## config.mk

```make
export PLATFORM = sky130hd
export DESIGN_NAME = uart_rx_flat
export DESIGN_NICKNAME = d
export VERILOG_FILES = /design/src/rtl/uart_rx_if.sv /design/src/rtl/uart_rx.sv /design/src/flat_wrapper.sv
export SDC_FILE = /design/constraint.sdc
export NUM_CORES = 1
export LEC_CHECK = 0
export ABC_CLOCK_PERIOD_IN_PS = 3100
export CAP_MARGIN = 20
export CORE_ASPECT_RATIO = 0.6
export CORE_MARGIN = 2
export CORE_UTILIZATION = 58
export DETAILED_ROUTE_END_ITERATION = 6
export HOLD_SLACK_MARGIN = 0.03
export PLACE_DENSITY = 0.8
export SYNTH_ARGS = -nofsm -noshare
export SYNTH_HDL_FRONTEND = slang
export SYNTH_SLANG_ARGS = --single-unit
```

## constraint.sdc

```tcl
create_clock -name clk -period 3.1 [get_ports clk]
set_input_delay 0.775 -clock clk [delete_from_list [all_inputs] [get_ports clk]]
set_output_delay 0.775 -clock clk [all_outputs]
set_load 0.03 [all_outputs]
```

## src/rtl/uart_rx_if.sv

```systemverilog
// AXI4-Stream style word channel carrying received UART data.
// The receiver drives tdata/tvalid and the consumer drives tready.
interface uart_rx_if #(
    parameter int unsigned DATA_WIDTH = 8
);
    logic [DATA_WIDTH-1:0] tdata;
    logic                  tvalid;
    logic                  tready;

    modport master (output tdata, output tvalid, input tready);
    modport slave  (input tdata, input tvalid, output tready);
endinterface

```

## src/rtl/uart_rx.sv

```systemverilog
// UART receiver: 8N1-style framing, mid-bit sampling at prescale*8 clocks per bit,
// one-word AXI-Stream output buffer with framing/overrun pulses.
module uart_rx #(
    parameter int unsigned DATA_WIDTH = 8
) (
    input  logic        clk,
    input  logic        rst_n,
    uart_rx_if.master   output_axis,
    input  logic        rxd,
    output logic        busy,
    output logic        overrun_error,
    output logic        frame_error,
    input  logic [15:0] prescale
);
    localparam int unsigned CNT_W = 19;
    localparam int unsigned BIT_W = $clog2(DATA_WIDTH + 1);
    localparam logic [BIT_W-1:0] LAST_BIT = BIT_W'(DATA_WIDTH - 1);

    typedef enum logic [2:0] {
        S_IDLE_ARM,
        S_IDLE,
        S_START,
        S_DATA,
        S_STOP
    } state_t;

    state_t                state;
    logic                  rxd_meta;
    logic                  rxd_s;
    logic [15:0]           p_cap;
    logic [CNT_W-1:0]      cnt;
    logic [BIT_W-1:0]      bit_cnt;
    logic [DATA_WIDTH-1:0] shreg;
    logic [DATA_WIDTH-1:0] tdata_q;
    logic                  tvalid_q;

    logic [15:0]           p_in_c;
    logic [CNT_W-1:0]      half_c;
    logic [CNT_W-1:0]      full_c;

    // Zero prescale behaves as one; half period is 4P-1, full period 8P-1 (from captured P)
    assign p_in_c = (prescale == 16'd0) ? 16'd1 : prescale;
    assign half_c = {1'b0, p_in_c, 2'b00} - CNT_W'(1);
    assign full_c = {p_cap, 3'b000} - CNT_W'(1);

    assign output_axis.tdata  = tdata_q;
    assign output_axis.tvalid = tvalid_q;

    // Two-flop synchronizer, idles high
    always_ff @(posedge clk or negedge rst_n) begin
        if (!rst_n) begin
            rxd_meta <= 1'b1;
            rxd_s    <= 1'b1;
        end else begin
            rxd_meta <= rxd;
            rxd_s    <= rxd_meta;
        end
    end

    always_ff @(posedge clk or negedge rst_n) begin
        if (!rst_n) begin
            state         <= S_IDLE_ARM;
            p_cap         <= 16'd1;
            cnt           <= '0;
            bit_cnt       <= '0;
            shreg         <= '0;
            tdata_q       <= '0;
            tvalid_q      <= 1'b0;
            busy          <= 1'b0;
            overrun_error <= 1'b0;
            frame_error   <= 1'b0;
        end else begin
            overrun_error <= 1'b0;
            frame_error   <= 1'b0;
            if (tvalid_q && output_axis.tready) begin
                tvalid_q <= 1'b0;
            end

            case (state)
                S_IDLE_ARM: begin
                    if (rxd_s) begin
                        state <= S_IDLE;
                    end
                end
                S_IDLE: begin
                    if (!rxd_s) begin
                        p_cap <= p_in_c;
                        cnt   <= half_c;
                        busy  <= 1'b1;
                        state <= S_START;
                    end
                end
                S_START: begin
                    if (cnt != '0) begin
                        cnt <= cnt - CNT_W'(1);
                    end else if (rxd_s) begin
                        // Start bit gone by mid-period: treat as a glitch
                        busy  <= 1'b0;
                        state <= S_IDLE;
                    end else begin
                        cnt     <= full_c;
                        bit_cnt <= '0;
                        state   <= S_DATA;
                    end
                end
                S_DATA: begin
                    if (cnt != '0) begin
                        cnt <= cnt - CNT_W'(1);
                    end else begin
                        shreg   <= {rxd_s, shreg[DATA_WIDTH-1:1]};
                        cnt     <= full_c;
                        bit_cnt <= bit_cnt + BIT_W'(1);
                        if (bit_cnt == LAST_BIT) begin
                            state <= S_STOP;
                        end
                    end
                end
                S_STOP: begin
                    if (cnt != '0) begin
                        cnt <= cnt - CNT_W'(1);
                    end else begin
                        busy <= 1'b0;
                        if (rxd_s) begin
                            // New word wins over the pending one; flag if it was never taken
                            tdata_q  <= shreg;
                            tvalid_q <= 1'b1;
                            if (tvalid_q && !output_axis.tready) begin
                                overrun_error <= 1'b1;
                            end
                            state <= S_IDLE;
                        end else begin
                            frame_error <= 1'b1;
                            state       <= S_IDLE_ARM;
                        end
                    end
                end
                default: begin
                    state <= S_IDLE_ARM;
                end
            endcase
        end
    end
endmodule

```

## src/flat_wrapper.sv

```systemverilog
// flat-port wrapper written by rule: the top's interface ports become plain ports
module uart_rx_flat 
#(
    parameter int unsigned DATA_WIDTH = 8
)
  (clk, rst_n, rxd, busy, overrun_error, frame_error, prescale, output_axis_tdata, output_axis_tvalid, output_axis_tready);
  uart_rx_if #(.DATA_WIDTH(DATA_WIDTH)) output_axis_i ();
  input  logic clk;
  input  logic rst_n;
  input  logic rxd;
  output logic busy;
  output logic overrun_error;
  output logic frame_error;
  input  logic [15:0] prescale;
  output wire logic [$bits(output_axis_i.tdata)-1:0] output_axis_tdata;
  output wire logic [$bits(output_axis_i.tvalid)-1:0] output_axis_tvalid;
  input wire logic [$bits(output_axis_i.tready)-1:0] output_axis_tready;
  assign output_axis_tdata = output_axis_i.tdata;
  assign output_axis_tvalid = output_axis_i.tvalid;
  assign output_axis_i.tready = output_axis_tready;
  uart_rx #(.DATA_WIDTH(DATA_WIDTH)) u_core (.clk(clk), .rst_n(rst_n), .output_axis(output_axis_i), .rxd(rxd), .busy(busy), .overrun_error(overrun_error), .frame_error(frame_error), .prescale(prescale));
endmodule
```

Word-level counts from Yosys, hierarchy flattened
Cells that the tools add are included.

Register bits: 64. Bits in latches: 0. Memory bits (writable): 0. Bits in read-only memories: 0. Input bits: 20. Word-level logic and storage cells: 85. Memories: 0.

$add $sub $neg: 4. $mul: 0. Div/mod/pow operators: 0. Magnitude comparators: 0. Equal/unequal tests: 15. Shifts and indexed selects: 0. Multiplexer cells: 36. Bitwise logic cells: 2. Reduce and logical (&&, ||, !) cells: 16.

Operators by type and width (count): 2-to-1 mux 19 bit (5); case mux 19 bit (4 select lines) (1); subtractor 19 x 1 -> 19 bit, second input constant (2); nonzero test 19 bit (1); subtractor 18 x 1 -> 19 bit, second input constant (1); 2-to-1 mux 3 bit (6); zero test 16 bit (1); 2-to-1 mux 1 bit (16); 2-to-1 mux 16 bit (1); case mux 3 bit (5 select lines) (1); 2-to-1 mux 4 bit (3); inequality test 2 bit, second input constant (5); inequality test 2 x 1 -> 1 bit, second input constant (4); case mux 4 bit (2 select lines) (1); AND reduction 4 bit (2); == test 3 x 2 -> 1 bit, second input constant (2); AND reduction 6 bit (1); AND reduction 5 bit (1); adder 4 x 1 -> 4 bit, second input constant (1); == test 4 x 3 -> 1 bit, second input constant (1); AND reduction 2 bit (2); nonzero test 4 bit (1); == test 3 x 1 -> 1 bit, second input constant (1); == test 3 bit, second input constant (1); 10 further kinds (12).

Depth between registers and ports, before layout
Gate-level depths: netlist (run 1).

Word-level depth: 6. Depth in mapped cells: 11. Gate-level depth less buffers: 10.

Least setup slack after synthesis (run 1)
Ideal clock, no wire load.

Path kind: input -> register. Start point: in prescale[8]. End point: reg u_core.cnt[18]. Library setup time: 0.121 ns. Data arrival time: 3.344 ns. Required time: 2.979 ns. Slack: -0.365 ns. Stages on the path: 10. Cells stage by stage: or4_1 -> nor4bb_1 -> a21oi_1 -> ha_1 -> nor3b_1 -> nand2_1 -> nor2_1 -> a221oi_1 -> o21ai_1 -> a22o_1.

Longest elaborated chain between the ends: 5.

Ends and longest elaborated chain: start, declared (RTL line flat_wrapper.sv:14) `input logic [15:0] prescale;`; zero test 16 bit (RTL line uart_rx.sv:42) `assign p_in_c = (prescale == 16'd0) ? 16'd1 : prescale;`; 2-to-1 mux 16 bit * (RTL line uart_rx.sv:42); subtractor 18 x 1 -> 19 bit * (RTL line uart_rx.sv:43) `assign half_c = {1'b0, p_in_c, 2'b00} - CNT_W'(1);`; 2-to-1 mux 19 bit * (RTL line uart_rx.sv:86) `if (!rxd_s) begin`; case mux 19 bit (4 select lines) * (RTL line uart_rx.sv:79) `case (state)`; end signal, assigned (RTL line uart_rx.sv:88) `cnt <= half_c;`; end signal, assigned (RTL line uart_rx.sv:95) `cnt <= cnt - CNT_W'(1);`; end signal, assigned (RTL line uart_rx.sv:101) `cnt <= full_c;`; end, declared (RTL line uart_rx.sv:31) `logic [CNT_W-1:0] cnt;`.

Every way passes the cells marked *; elsewhere a longest branch is shown, timed or not. The select of a mux whose other input is x is not followed. A chain may end at the register's enable or synchronous reset.

Worst setup path in the final report (run 1)
Start point: reg u_core.cnt[0]. End point: reg u_core.cnt[1].

Longest elaborated chain between the ends: 3. Elaborated cells between the ends (all ways): 9.

Ends and longest elaborated chain: subtractor 19 x 1 -> 19 bit or nonzero test 19 bit (tied branches); 2-to-1 mux 19 bit (tied with other cells) (RTL line uart_rx.sv:119) `if (cnt != '0) begin`; case mux 19 bit (4 select lines) or AND reduction 4 bit (tied branches).

Several ways; a longest one is shown, not always the timed one. The select of a mux whose other input is x is not followed.

==> flow_summary.html, run 1 <==
<table>
<tr><th>Metric</th><th>Value</th></tr>
<tr><th colspan="2">Critical path</th></tr>
<tr><td>Data required time of the worst path</td><td>approximately 3.4 ns</td></tr>
<tr><td>Crit path capture type</td><td>flip-flop</td></tr>
<tr><td>Launching instance or port of the critical path</td><td>u_core.cnt[0]</td></tr>
<tr><td>Worst-path fanout max</td><td>24</td></tr>
<tr><td>Start of the worst register-to-register path</td><td>u_core.cnt[0]</td></tr>
<tr><td>Worst EP arrival</td><td>3.26 ns</td></tr>
<tr><td>Startpoint types</td><td>flip-flop</td></tr>
<tr><td>Worst setup path category</td><td>flip-flop to flip-flop</td></tr>
<tr><th colspan="2">STA</th></tr>
<tr><td>Number of pins exceeding their max-slew limit in the final report</td><td>0</td></tr>
<tr><td>Fmax</td><td>about 330 MHz</td></tr>
<tr><td>Setup repair after global routing missed its margin</td><td>false</td></tr>
<tr><td>Min cycle time layout</td><td>2.99 ns</td></tr>
<tr><td>Measured slew at the worst slew-check pin</td><td>just over 0.9 ns</td></tr>
<tr><td>Final-report hold violation count</td><td>0</td></tr>
<tr><td>Hold WS</td><td>roughly 0.25 ns</td></tr>
<tr><td>Sum Neg Setup Slack</td><td>0 ns</td></tr>
<tr><td>Smallest setup slack after layout</td><td>0.106 ns</td></tr>
<tr><td>Final Cycle Share</td><td>0.966</td></tr>
<tr><td>Final Setup Violations</td><td>0</td></tr>
<tr><td>Final clock skew</td><td>0.0106 ns</td></tr>
<tr><td>Relative slew slack</td><td>0.395</td></tr>
<tr><th colspan="2">Synthesis</th></tr>
<tr><td>FF+latch count, synth</td><td>64</td></tr>
<tr><td>Post-synthesis average cell area</td><td>about 9.6 sq um</td></tr>
<tr><td>Largest cells by area after synthesis</td><td>sky130_fd_sc_hd__dfrtp_1 40%, sky130_fd_sc_hd__mux2_2 9.1%, sky130_fd_sc_hd__o21ai_0 5.2%</td></tr>
<tr><td>Synth area leader</td><td>sky130_fd_sc_hd__dfrtp_1</td></tr>
<tr><td>Yosys top cell area share</td><td>0.398</td></tr>
<tr><td>Synthesis Warnings</td><td>0</td></tr>
<tr><td>Commonest cells in the netlist</td><td>61 x sky130_fd_sc_hd__dfrtp_1, 40 x sky130_fd_sc_hd__o21ai_0, 31 x sky130_fd_sc_hd__mux2_2, 31 x sky130_fd_sc_hd__nand2_1, 31 x sky130_fd_sc_hd__nor2_1</td></tr>
<tr><td>Cell area after technology mapping</td><td>~0.0038 sq mm</td></tr>
<tr><td>Count of flip-flops with a built-in enable after synthesis</td><td>0</td></tr>
<tr><td>Most common flop cell mapped by yosys</td><td>sky130_fd_sc_hd__dfrtp_1</td></tr>
<tr><td>Share of synthesized flip-flops with an asynchronous set or reset</td><td>1.00</td></tr>
<tr><td>Number of distinct library cell variants in the gate-level netlist after synthesis</td><td>64</td></tr>
<tr><td>Post-synth net total</td><td>426</td></tr>
<tr><td>Sequential share of the synthesized area</td><td>0.419</td></tr>
<tr><td>Dominant cell by count in the synthesized netlist</td><td>sky130_fd_sc_hd__dfrtp_1</td></tr>
<tr><td>Cells after synthesis</td><td>~400</td></tr>
<tr><th colspan="2">GRT</th></tr>
<tr><td>Total routing resource utilization after global routing</td><td>0.331</td></tr>
<tr><td>Number of antenna violations at the first check in global routing</td><td>0</td></tr>
<tr><td>First-pass GRT wire length</td><td>17700 um</td></tr>
<tr><td>Vias in the first global route</td><td>3468</td></tr>
<tr><td>Largest net degree at the start of global routing</td><td>36</td></tr>
<tr><td>Total congestion overflow after global routing</td><td>0</td></tr>
<tr><th colspan="2">Finish</th></tr>
<tr><td>Final antenna diode count</td><td>0</td></tr>
<tr><td>Area growth from synthesis to layout</td><td>23.4%</td></tr>
<tr><td>Fraction of final layout cells with drive strength greater than 1</td><td>0.235</td></tr>
<tr><td>Final standard cell count with taps included and fillers excluded</td><td>between 500 and 600</td></tr>
<tr><td>Net count reported at finish</td><td>just under 500</td></tr>
<tr><td>Finished layout cell area</td><td>approximately 0.0047 sq mm</td></tr>
<tr><td>Final cell utilization of the core</td><td>0.757</td></tr>
<tr><th colspan="2">Flow run</th></tr>
<tr><td>Max-capacitance violation count</td><td>0</td></tr>
<tr><th colspan="2">Die</th></tr>
<tr><td>Vertical die dimension</td><td>67.0 um</td></tr>
<tr><td>Count of standard-cell rows</td><td>22</td></tr>
<tr><td>Core area</td><td>between 0.006 and 0.007 sq mm</td></tr>
<tr><td>Die Footprint</td><td>0.00730 sq mm</td></tr>
<tr><td>Top-Level Pins</td><td>32</td></tr>
<tr><td>Initial core utilization</td><td>0.614</td></tr>
<tr><td>Horizontal die dimension</td><td>~110 um</td></tr>
<tr><th colspan="2">Routing</th></tr>
<tr><td>Detailed Route Iter0 Violations</td><td>between 500 and 600</td></tr>
<tr><td>Routed WL</td><td>roughly 11000 um</td></tr>
<tr><td>Count of antenna-violating nets left after detailed routing</td><td>0</td></tr>
<tr><td>Iteration count of the initial detailed-routing pass</td><td>5</td></tr>
<tr><td>Vias per inst</td><td>6.56</td></tr>
<tr><td>Total DRC errors in the routed layout</td><td>0</td></tr>
<tr><td>Vias post-DR</td><td>~3700</td></tr>
<tr><td>Mean routed wirelength per cell</td><td>a little under 20 um</td></tr>
<tr><th colspan="2">Clock tree</th></tr>
<tr><td>Max clock buf depth</td><td>2</td></tr>
<tr><td>Clock latency on the worst-skew pair</td><td>about 0.36 ns</td></tr>
<tr><td>Clock root cell</td><td>sky130_fd_sc_hd__clkbuf_8</td></tr>
<tr><td>Clock Sinks</td><td>64</td></tr>
<tr><td>H-tree depth reported by CTS</td><td>3</td></tr>
<tr><td>Reg clk slew, reported paths</td><td>roughly 0.080 ns</td></tr>
<tr><td>Clock tree from TritonCTS</td><td>yes</td></tr>
<tr><td>Clock buffers created by TritonCTS</td><td>9</td></tr>
<tr><th colspan="2">Place</th></tr>
<tr><td>HPWL after DPL</td><td>just over 8000 um</td></tr>
<tr><td>GP Congestion</td><td>roughly 0.91</td></tr>
<tr><td>Port Buffer Count</td><td>31</td></tr>
<tr><td>Placed Cells incl. Taps</td><td>between 500 and 600</td></tr>
<tr><td>Post-placement cell area</td><td>about 0.0045 sq mm</td></tr>
<tr><td>Post-placement worst setup slack</td><td>-0.376 ns</td></tr>
<tr><th colspan="2">Pwr</th></tr>
<tr><td>P_leak</td><td>between 2 and 2.5 nW</td></tr>
<tr><td>VDD IR max</td><td>~0.00038 V</td></tr>
<tr><td>Power per unit of standard cell area</td><td>562 mW/mm^2</td></tr>
<tr><td>Total chip power</td><td>roughly 2.7 mW</td></tr>
<tr><th colspan="2">Run status</th></tr>
<tr><td>Run status</td><td>finished, final reports clean</td></tr>
<tr><th colspan="2">Worst hold path</th></tr>
<tr><td>HP Class</td><td>primary input to asynchronous set/reset pin</td></tr>
</table>
[path summary, 6_finish.rpt]
check | end | slack, ns | cells after the start
worst min-delay path | u_core.p_cap[11] | 0.25 | 1
worst min register to register | u_core.rxd_s | 0.36 | 0
worst max register to register | u_core.cnt[1] | 0.11 | 10
min in group clk | u_core.rxd_s | 0.36 | 0
max in group asynchronous | u_core.p_cap[0] | 2.13 | 2
worst max-delay path | u_core.cnt[1] | 0.11 | 10
[power by group]
| group | internal (mW) | switching [mW] | total, mW |
|---|---|---|---|
| Sequential | 1.01 | 0.210 | 1.22 |
| Combinational | 0.321 | 0.414 | 0.736 |
| Clock | 0.367 | 0.338 | 0.705 |
[cell families (layout without fill, tap and decap cells)]
family | count (synthesis) | after routing | synth area share
simple gates | 144 | 144 | 0.198
compound gates | 103 | 103 | 0.178
flops | 64 | 64 | 0.419
mux | 32 | 32 | 0.0936
buf+inv | 29 | 104 | 0.0401
xor+xnor | 24 | 24 | 0.0548
fa+ha+maj | 5 | 5 | 0.0163
[layout by cell type (no fill, tap or decap), types with 4 or more instances in the layout]
cell and n:
sky130_fd_sc_hd__nor2_1 31, sky130_fd_sc_hd__xor2_1 17, sky130_fd_sc_hd__xnor2_1 7, sky130_fd_sc_hd__nand2_1 31
sky130_fd_sc_hd__mux2_2 31, sky130_fd_sc_hd__nor4_1 10, sky130_fd_sc_hd__buf_4 44, sky130_fd_sc_hd__nor3_1 24
sky130_fd_sc_hd__a22o_1 5, sky130_fd_sc_hd__dlymetal6s2s_1 4, sky130_fd_sc_hd__a221oi_1 5, sky130_fd_sc_hd__o21ai_0 39
sky130_fd_sc_hd__ha_1 4, sky130_fd_sc_hd__dfrtp_1 61, sky130_fd_sc_hd__inv_1 10, sky130_fd_sc_hd__a21oi_1 19
sky130_fd_sc_hd__clkdlybuf4s50_1 26, sky130_fd_sc_hd__nand3_1 4, sky130_fd_sc_hd__or4_1 6, sky130_fd_sc_hd__or3_1 8
sky130_fd_sc_hd__nand4_1 5, sky130_fd_sc_hd__clkbuf_8 9
[per-layer routing]
layer | track usage | share of wire | routed length [um] | vias to the layer above
met5 | 0.0317 | 0 | 0 | -
met4 | 0.112 | 0.016 | 178 | 0
met3 | 0.107 | 0.13 | 1400 | 19
met2 | 0.474 | 0.43 | 4750 | 251
met1 | 0.468 | 0.42 | 4630 | 1760
li1 | - | - | - | 1641
[timing repair]
| item | CTS | global route |
|---|---|---|
| buffers inserted | 0 | 1 |
| endpoints found under the setup margin | 0 | 9 |
| gates resized for setup | 0 | 8 |
| hold buffers | 0 | 0 |
[worst max-delay path, stage by stage, from the launching register on]
cell	delay [ns]
sky130_fd_sc_hd__dfrtp_1	0.43
sky130_fd_sc_hd__inv_1	0.11
sky130_fd_sc_hd__ha_1	0.15
sky130_fd_sc_hd__or4b_1	0.52
sky130_fd_sc_hd__or4_1	0.52
sky130_fd_sc_hd__or2_1	0.37
sky130_fd_sc_hd__buf_4	0.20
sky130_fd_sc_hd__o21ai_4	0.17
sky130_fd_sc_hd__buf_12	0.18
sky130_fd_sc_hd__nor2_1	0.08
sky130_fd_sc_hd__a22oi_1	0.18
[state kept, by name, summed over array words and instances, names as in the netlist]
register                   flops
u_core.output_axis.tdata       8
u_core.rxd_meta                1
u_core.shreg                   8
u_core.overrun_error           1
u_core.bit_cnt                 4
u_core.rxd_s                   1
u_core.cnt                    19
u_core.state                   3
u_core.frame_error             1
u_core.output_axis.tvalid      1
u_core.p_cap                  16
u_core.busy                    1
[layout make-up]
| class | count | area [sq um] |
|---|---|---|
| Clock buffer | 10 | 128 |
| Clock inverter | 6 | 60.1 |
| Fill cell | 435 | 1520 |
| Inverter | 10 | 37.5 |
| Multi-Input combinational cell | 308 | 2110 |
| Sequential cell | 64 | 1610 |
| Tap cell | 84 | 105 |
| Timing Repair Buffer | 78 | 688 |
No activity file was read; power rests on OpenSTA's default activity.
==> inputs of run 2 (changes only) <==
Settings changed: CORE_UTILIZATION 58 to 55, CTS_CLUSTER_DIAMETER set to 200, PLACE_DENSITY 0.8 to 0.76.
==> run 2 against run 1 <==
Non-clock buffer count unchanged. Clock power is 42% higher. Clock skew is 0.0037 ns lower. Die area is 5.2% higher. Maximum frequency about the same. First-iteration DRC count down 34%. Wire length shrank 2.0%. Critical path depth increased by 1. Largest cell class unchanged.
==> flow_summary.html, run 2 (synthesis gave the netlist of run 1 again) <==
<table>
<tr><th>Metric</th><th>Value</th></tr>
<tr><th colspan="2">Critical path</th></tr>
<tr><td>Data required time of the worst path</td><td>3.33 ns (-0.03 ns)</td></tr>
<tr><td>Worst EP arrival</td><td>3.22 ns (-0.04 ns)</td></tr>
<tr><td>Worst setup path category</td><td>primary input to flip-flop</td></tr>
<tr><td>Startpoint types</td><td>primary input</td></tr>
<tr><td>Crit path capture type</td><td>flip-flop</td></tr>
<tr><td>Worst-path fanout max</td><td>3 (-88%)</td></tr>
<tr><td>Start of the worst register-to-register path</td><td>u_core.cnt[0]</td></tr>
<tr><td>Logic depth of the worst register-to-register path</td><td>9 (-1)</td></tr>
<tr><td>R2R Setup Slk</td><td>0.14 ns (+0.03 ns)</td></tr>
<tr><td>Critical register-to-register path endpoint</td><td>u_core.cnt[12]</td></tr>
<tr><th colspan="2">Worst hold path</th></tr>
<tr><td>HP Class</td><td>flip-flop to flip-flop</td></tr>
<tr><td>Hold Startpoint</td><td>u_core.rxd_meta</td></tr>
<tr><td>Hold Path Sink</td><td>u_core.rxd_s</td></tr>
<tr><td>Worst Hold Path Cells</td><td>0</td></tr>
<tr><th colspan="2">Die</th></tr>
<tr><td>Core area</td><td>0.00671 sq mm (+7.3%)</td></tr>
<tr><td>Count of standard-cell rows</td><td>23 (+4.5%)</td></tr>
<tr><td>Horizontal die dimension</td><td>112 um (+2.6%)</td></tr>
<tr><td>Top-Level Pins</td><td>32 (unchanged)</td></tr>
<tr><td>Vertical die dimension</td><td>68.7 um (+2.5%)</td></tr>
<tr><td>Die Footprint</td><td>0.00768 sq mm (+5.2%)</td></tr>
<tr><td>Initial core utilization</td><td>0.572 (-0.0418)</td></tr>
<tr><th colspan="2">STA</th></tr>
<tr><td>Smallest setup slack after layout</td><td>0.108 ns (+0.00253 ns)</td></tr>
<tr><td>Final clock skew</td><td>0.00683 ns (-0.00372 ns)</td></tr>
<tr><td>Relative slew slack</td><td>0.367 (-0.0286)</td></tr>
<tr><td>Measured slew at the worst slew-check pin</td><td>0.950 ns (+0.0428 ns)</td></tr>
<tr><td>Fmax</td><td>334 MHz (about the same)</td></tr>
<tr><td>Min cycle time layout</td><td>2.99 ns (-0.00253 ns)</td></tr>
<tr><td>Final Setup Violations</td><td>0 (unchanged)</td></tr>
<tr><td>Final Cycle Share</td><td>0.965 (about the same)</td></tr>
<tr><td>Final-report hold violation count</td><td>0 (unchanged)</td></tr>
<tr><td>Number of pins exceeding their max-slew limit in the final report</td><td>0 (unchanged)</td></tr>
<tr><th colspan="2">Finish</th></tr>
<tr><td>Flip-flop count of the largest register after layout</td><td>19 (unchanged)</td></tr>
<tr><td>Fillers</td><td>482 (+11%)</td></tr>
<tr><td>Final antenna diode count</td><td>0 (unchanged)</td></tr>
<tr><td>Finished layout cell area</td><td>0.00487 sq mm (+3.0%)</td></tr>
<tr><td>Net count reported at finish</td><td>496 (unchanged)</td></tr>
<tr><td>Largest registers</td><td>u_core.cnt (19), u_core.p_cap (16)</td></tr>
<tr><td>Fraction of final layout cells with drive strength greater than 1</td><td>0.252 (+0.0168)</td></tr>
<tr><td>Register with the most flip-flops</td><td>u_core.cnt</td></tr>
<tr><td>Commonest non-fill, non-tap cells in the layout</td><td>61 x sky130_fd_sc_hd__dfrtp_1, 44 x sky130_fd_sc_hd__buf_4, 39 x sky130_fd_sc_hd__o21ai_0</td></tr>
<tr><td>Most frequent standard cell in the layout excluding fill and tap cells</td><td>sky130_fd_sc_hd__dfrtp_1</td></tr>
<tr><td>Area growth from synthesis to layout</td><td>27.1%</td></tr>
<tr><th colspan="2">Clock tree</th></tr>
<tr><td>Number of hold buffers added after CTS</td><td>0 (unchanged)</td></tr>
<tr><td>Max clock buf depth</td><td>2 (unchanged)</td></tr>
<tr><td>Clock latency on the worst-skew pair</td><td>0.34 ns (-0.02 ns)</td></tr>
<tr><td>Clock root cell</td><td>sky130_fd_sc_hd__clkbuf_16</td></tr>
<tr><td>H-tree depth reported by CTS</td><td>3 (unchanged)</td></tr>
<tr><td>Clock Sinks</td><td>64 (unchanged)</td></tr>
<tr><td>Clock buffers created by TritonCTS</td><td>9 (unchanged)</td></tr>
<tr><td>Clock tree from TritonCTS</td><td>yes</td></tr>
<tr><td>Reg clk slew, reported paths</td><td>0.05 ns (-0.03 ns)</td></tr>
<tr><th colspan="2">Place</th></tr>
<tr><td>Port Buffer Count</td><td>31 (unchanged)</td></tr>
<tr><td>Post-placement worst setup slack</td><td>-0.419 ns (-0.0434 ns)</td></tr>
<tr><td>HPWL after DPL</td><td>7700 um (-4.3%)</td></tr>
<tr><td>GP Congestion</td><td>0.944 (+3.5%)</td></tr>
<tr><td>Post-placement cell area</td><td>0.00449 sq mm (-0.47%)</td></tr>
<tr><th colspan="2">Routing</th></tr>
<tr><td>Total DRC errors in the routed layout</td><td>0 (unchanged)</td></tr>
<tr><td>Vias post-DR</td><td>3625 (-1.3%)</td></tr>
<tr><td>Mean routed wirelength per cell</td><td>19.1 um (-2.5%)</td></tr>
<tr><td>Detailed Route Iter0 Violations</td><td>373 (-34%)</td></tr>
<tr><td>Routed WL</td><td>10700 um (-2.0%)</td></tr>
<tr><td>Iteration count of the initial detailed-routing pass</td><td>7 (+2)</td></tr>
<tr><td>Vias per inst</td><td>6.44 (-1.8%)</td></tr>
<tr><td>Count of antenna-violating nets left after detailed routing</td><td>0 (unchanged)</td></tr>
<tr><th colspan="2">Pwr</th></tr>
<tr><td>Power per unit of standard cell area</td><td>602 mW/mm^2 (+7.1%)</td></tr>
<tr><td>VDD IR max</td><td>0.000405 V (+7.4%)</td></tr>
<tr><td>P_leak</td><td>2.07 nW (+2.7%)</td></tr>
<tr><th colspan="2">Run status</th></tr>
<tr><td>Run status</td><td>finished, final reports clean</td></tr>
<tr><th colspan="2">GRT</th></tr>
<tr><td>Largest net degree at the start of global routing</td><td>35 (-2.8%)</td></tr>
<tr><td>Number of antenna violations at the first check in global routing</td><td>0 (unchanged)</td></tr>
<tr><td>First-pass GRT wire length</td><td>17000 um (-4.1%)</td></tr>
<tr><td>Total congestion overflow after global routing</td><td>0 (unchanged)</td></tr>
<tr><td>Vias in the first global route</td><td>3248 (-6.3%)</td></tr>
<tr><td>Total routing resource utilization after global routing</td><td>0.294 (-0.0378)</td></tr>
<tr><th colspan="2">Flow run</th></tr>
<tr><td>Max-capacitance violation count</td><td>0 (unchanged)</td></tr>
</table>
## run 2: through the flow
stage	setup TNS [ns]	hold slack, ns	cells	utilization	total power [mW]
6_report	0	0.358	563	0.727	2.93
5_1_grt	-0.00244	0.366	563	0.727	3.09
4_1_cts	0	0.359	562	0.720	2.91
3_5_place_dp	-2.87	0.351	541	0.670	1.90
3_3_place_gp	-1.77	0.346	541	0.670	1.86
2_1_floorplan	0	0.345	401	-	1.64
## run 2: cell type report
class                   count  area (sq um)  area share
clock buffers               9           225      0.0462
clock inverters             7          72.6      0.0149
inverters                  10          37.5     0.00770
multi-input cells         308          2130       0.437
flip-flops and latches     64          1610       0.329
well taps                  87           109      0.0223
repair buffers             78           693       0.142
## run 2: worst max-delay path by stage
stage | start | end | depth (start not counted)
2_1_floorplan | prescale[8] | u_core.cnt[18] | 10
3_3_place_gp | prescale[8] | u_core.cnt[18] | 11
3_5_place_dp | prescale[8] | u_core.cnt[18] | 11
4_1_cts | prescale[7] | u_core.cnt[18] | 11
5_1_grt | prescale[0] | u_core.cnt[8] | 12
6_report | prescale[1] | u_core.cnt[18] | 11
## run 2: power by group
group          total (mW)  leakage [nW]  switching (mW)  internal, mW
combinational       0.695          1.11           0.378         0.317
sequential           1.23         0.818           0.225          1.01
clock                1.00         0.141           0.384         0.621
total                2.93          2.07           0.987          1.95
## run 2: critical path, cell delays in order
cell	delay, ns
sky130_fd_sc_hd__clkdlybuf4s50_1	0.41
sky130_fd_sc_hd__or4_1	0.59
sky130_fd_sc_hd__nor3_2	0.17
sky130_fd_sc_hd__a21oi_2	0.09
sky130_fd_sc_hd__ha_2	0.19
sky130_fd_sc_hd__nor3b_2	0.17
sky130_fd_sc_hd__nand2_2	0.10
sky130_fd_sc_hd__nor2_2	0.05
sky130_fd_sc_hd__a221oi_2	0.34
sky130_fd_sc_hd__o21ai_1	0.11
sky130_fd_sc_hd__a22o_1	0.24
## run 2: per-layer routing
layer | share of wire | vias up | global-route usage | wire, um
li1 | - | 1641 | - | -
met1 | 0.45 | 1751 | 0.420 | 4880
met2 | 0.41 | 218 | 0.411 | 4430
met3 | 0.12 | 15 | 0.114 | 1280
met4 | 0.014 | 0 | 0.0864 | 150
met5 | 0 | - | 0 | 0
## run 2: what timing repair did
item,CTS,global route
gates resized for setup,3,11
buffers inserted,5,1
gates cloned,0,0
pin swaps,6,8
endpoints found under the setup margin,2,19
==> inputs of run 3 (changes only) <==
Settings changed: HOLD_SLACK_MARGIN 0.03 to not set.
==> results of run 3 <==
The final DEF is identical to that of run 2; final timing and power are the same.
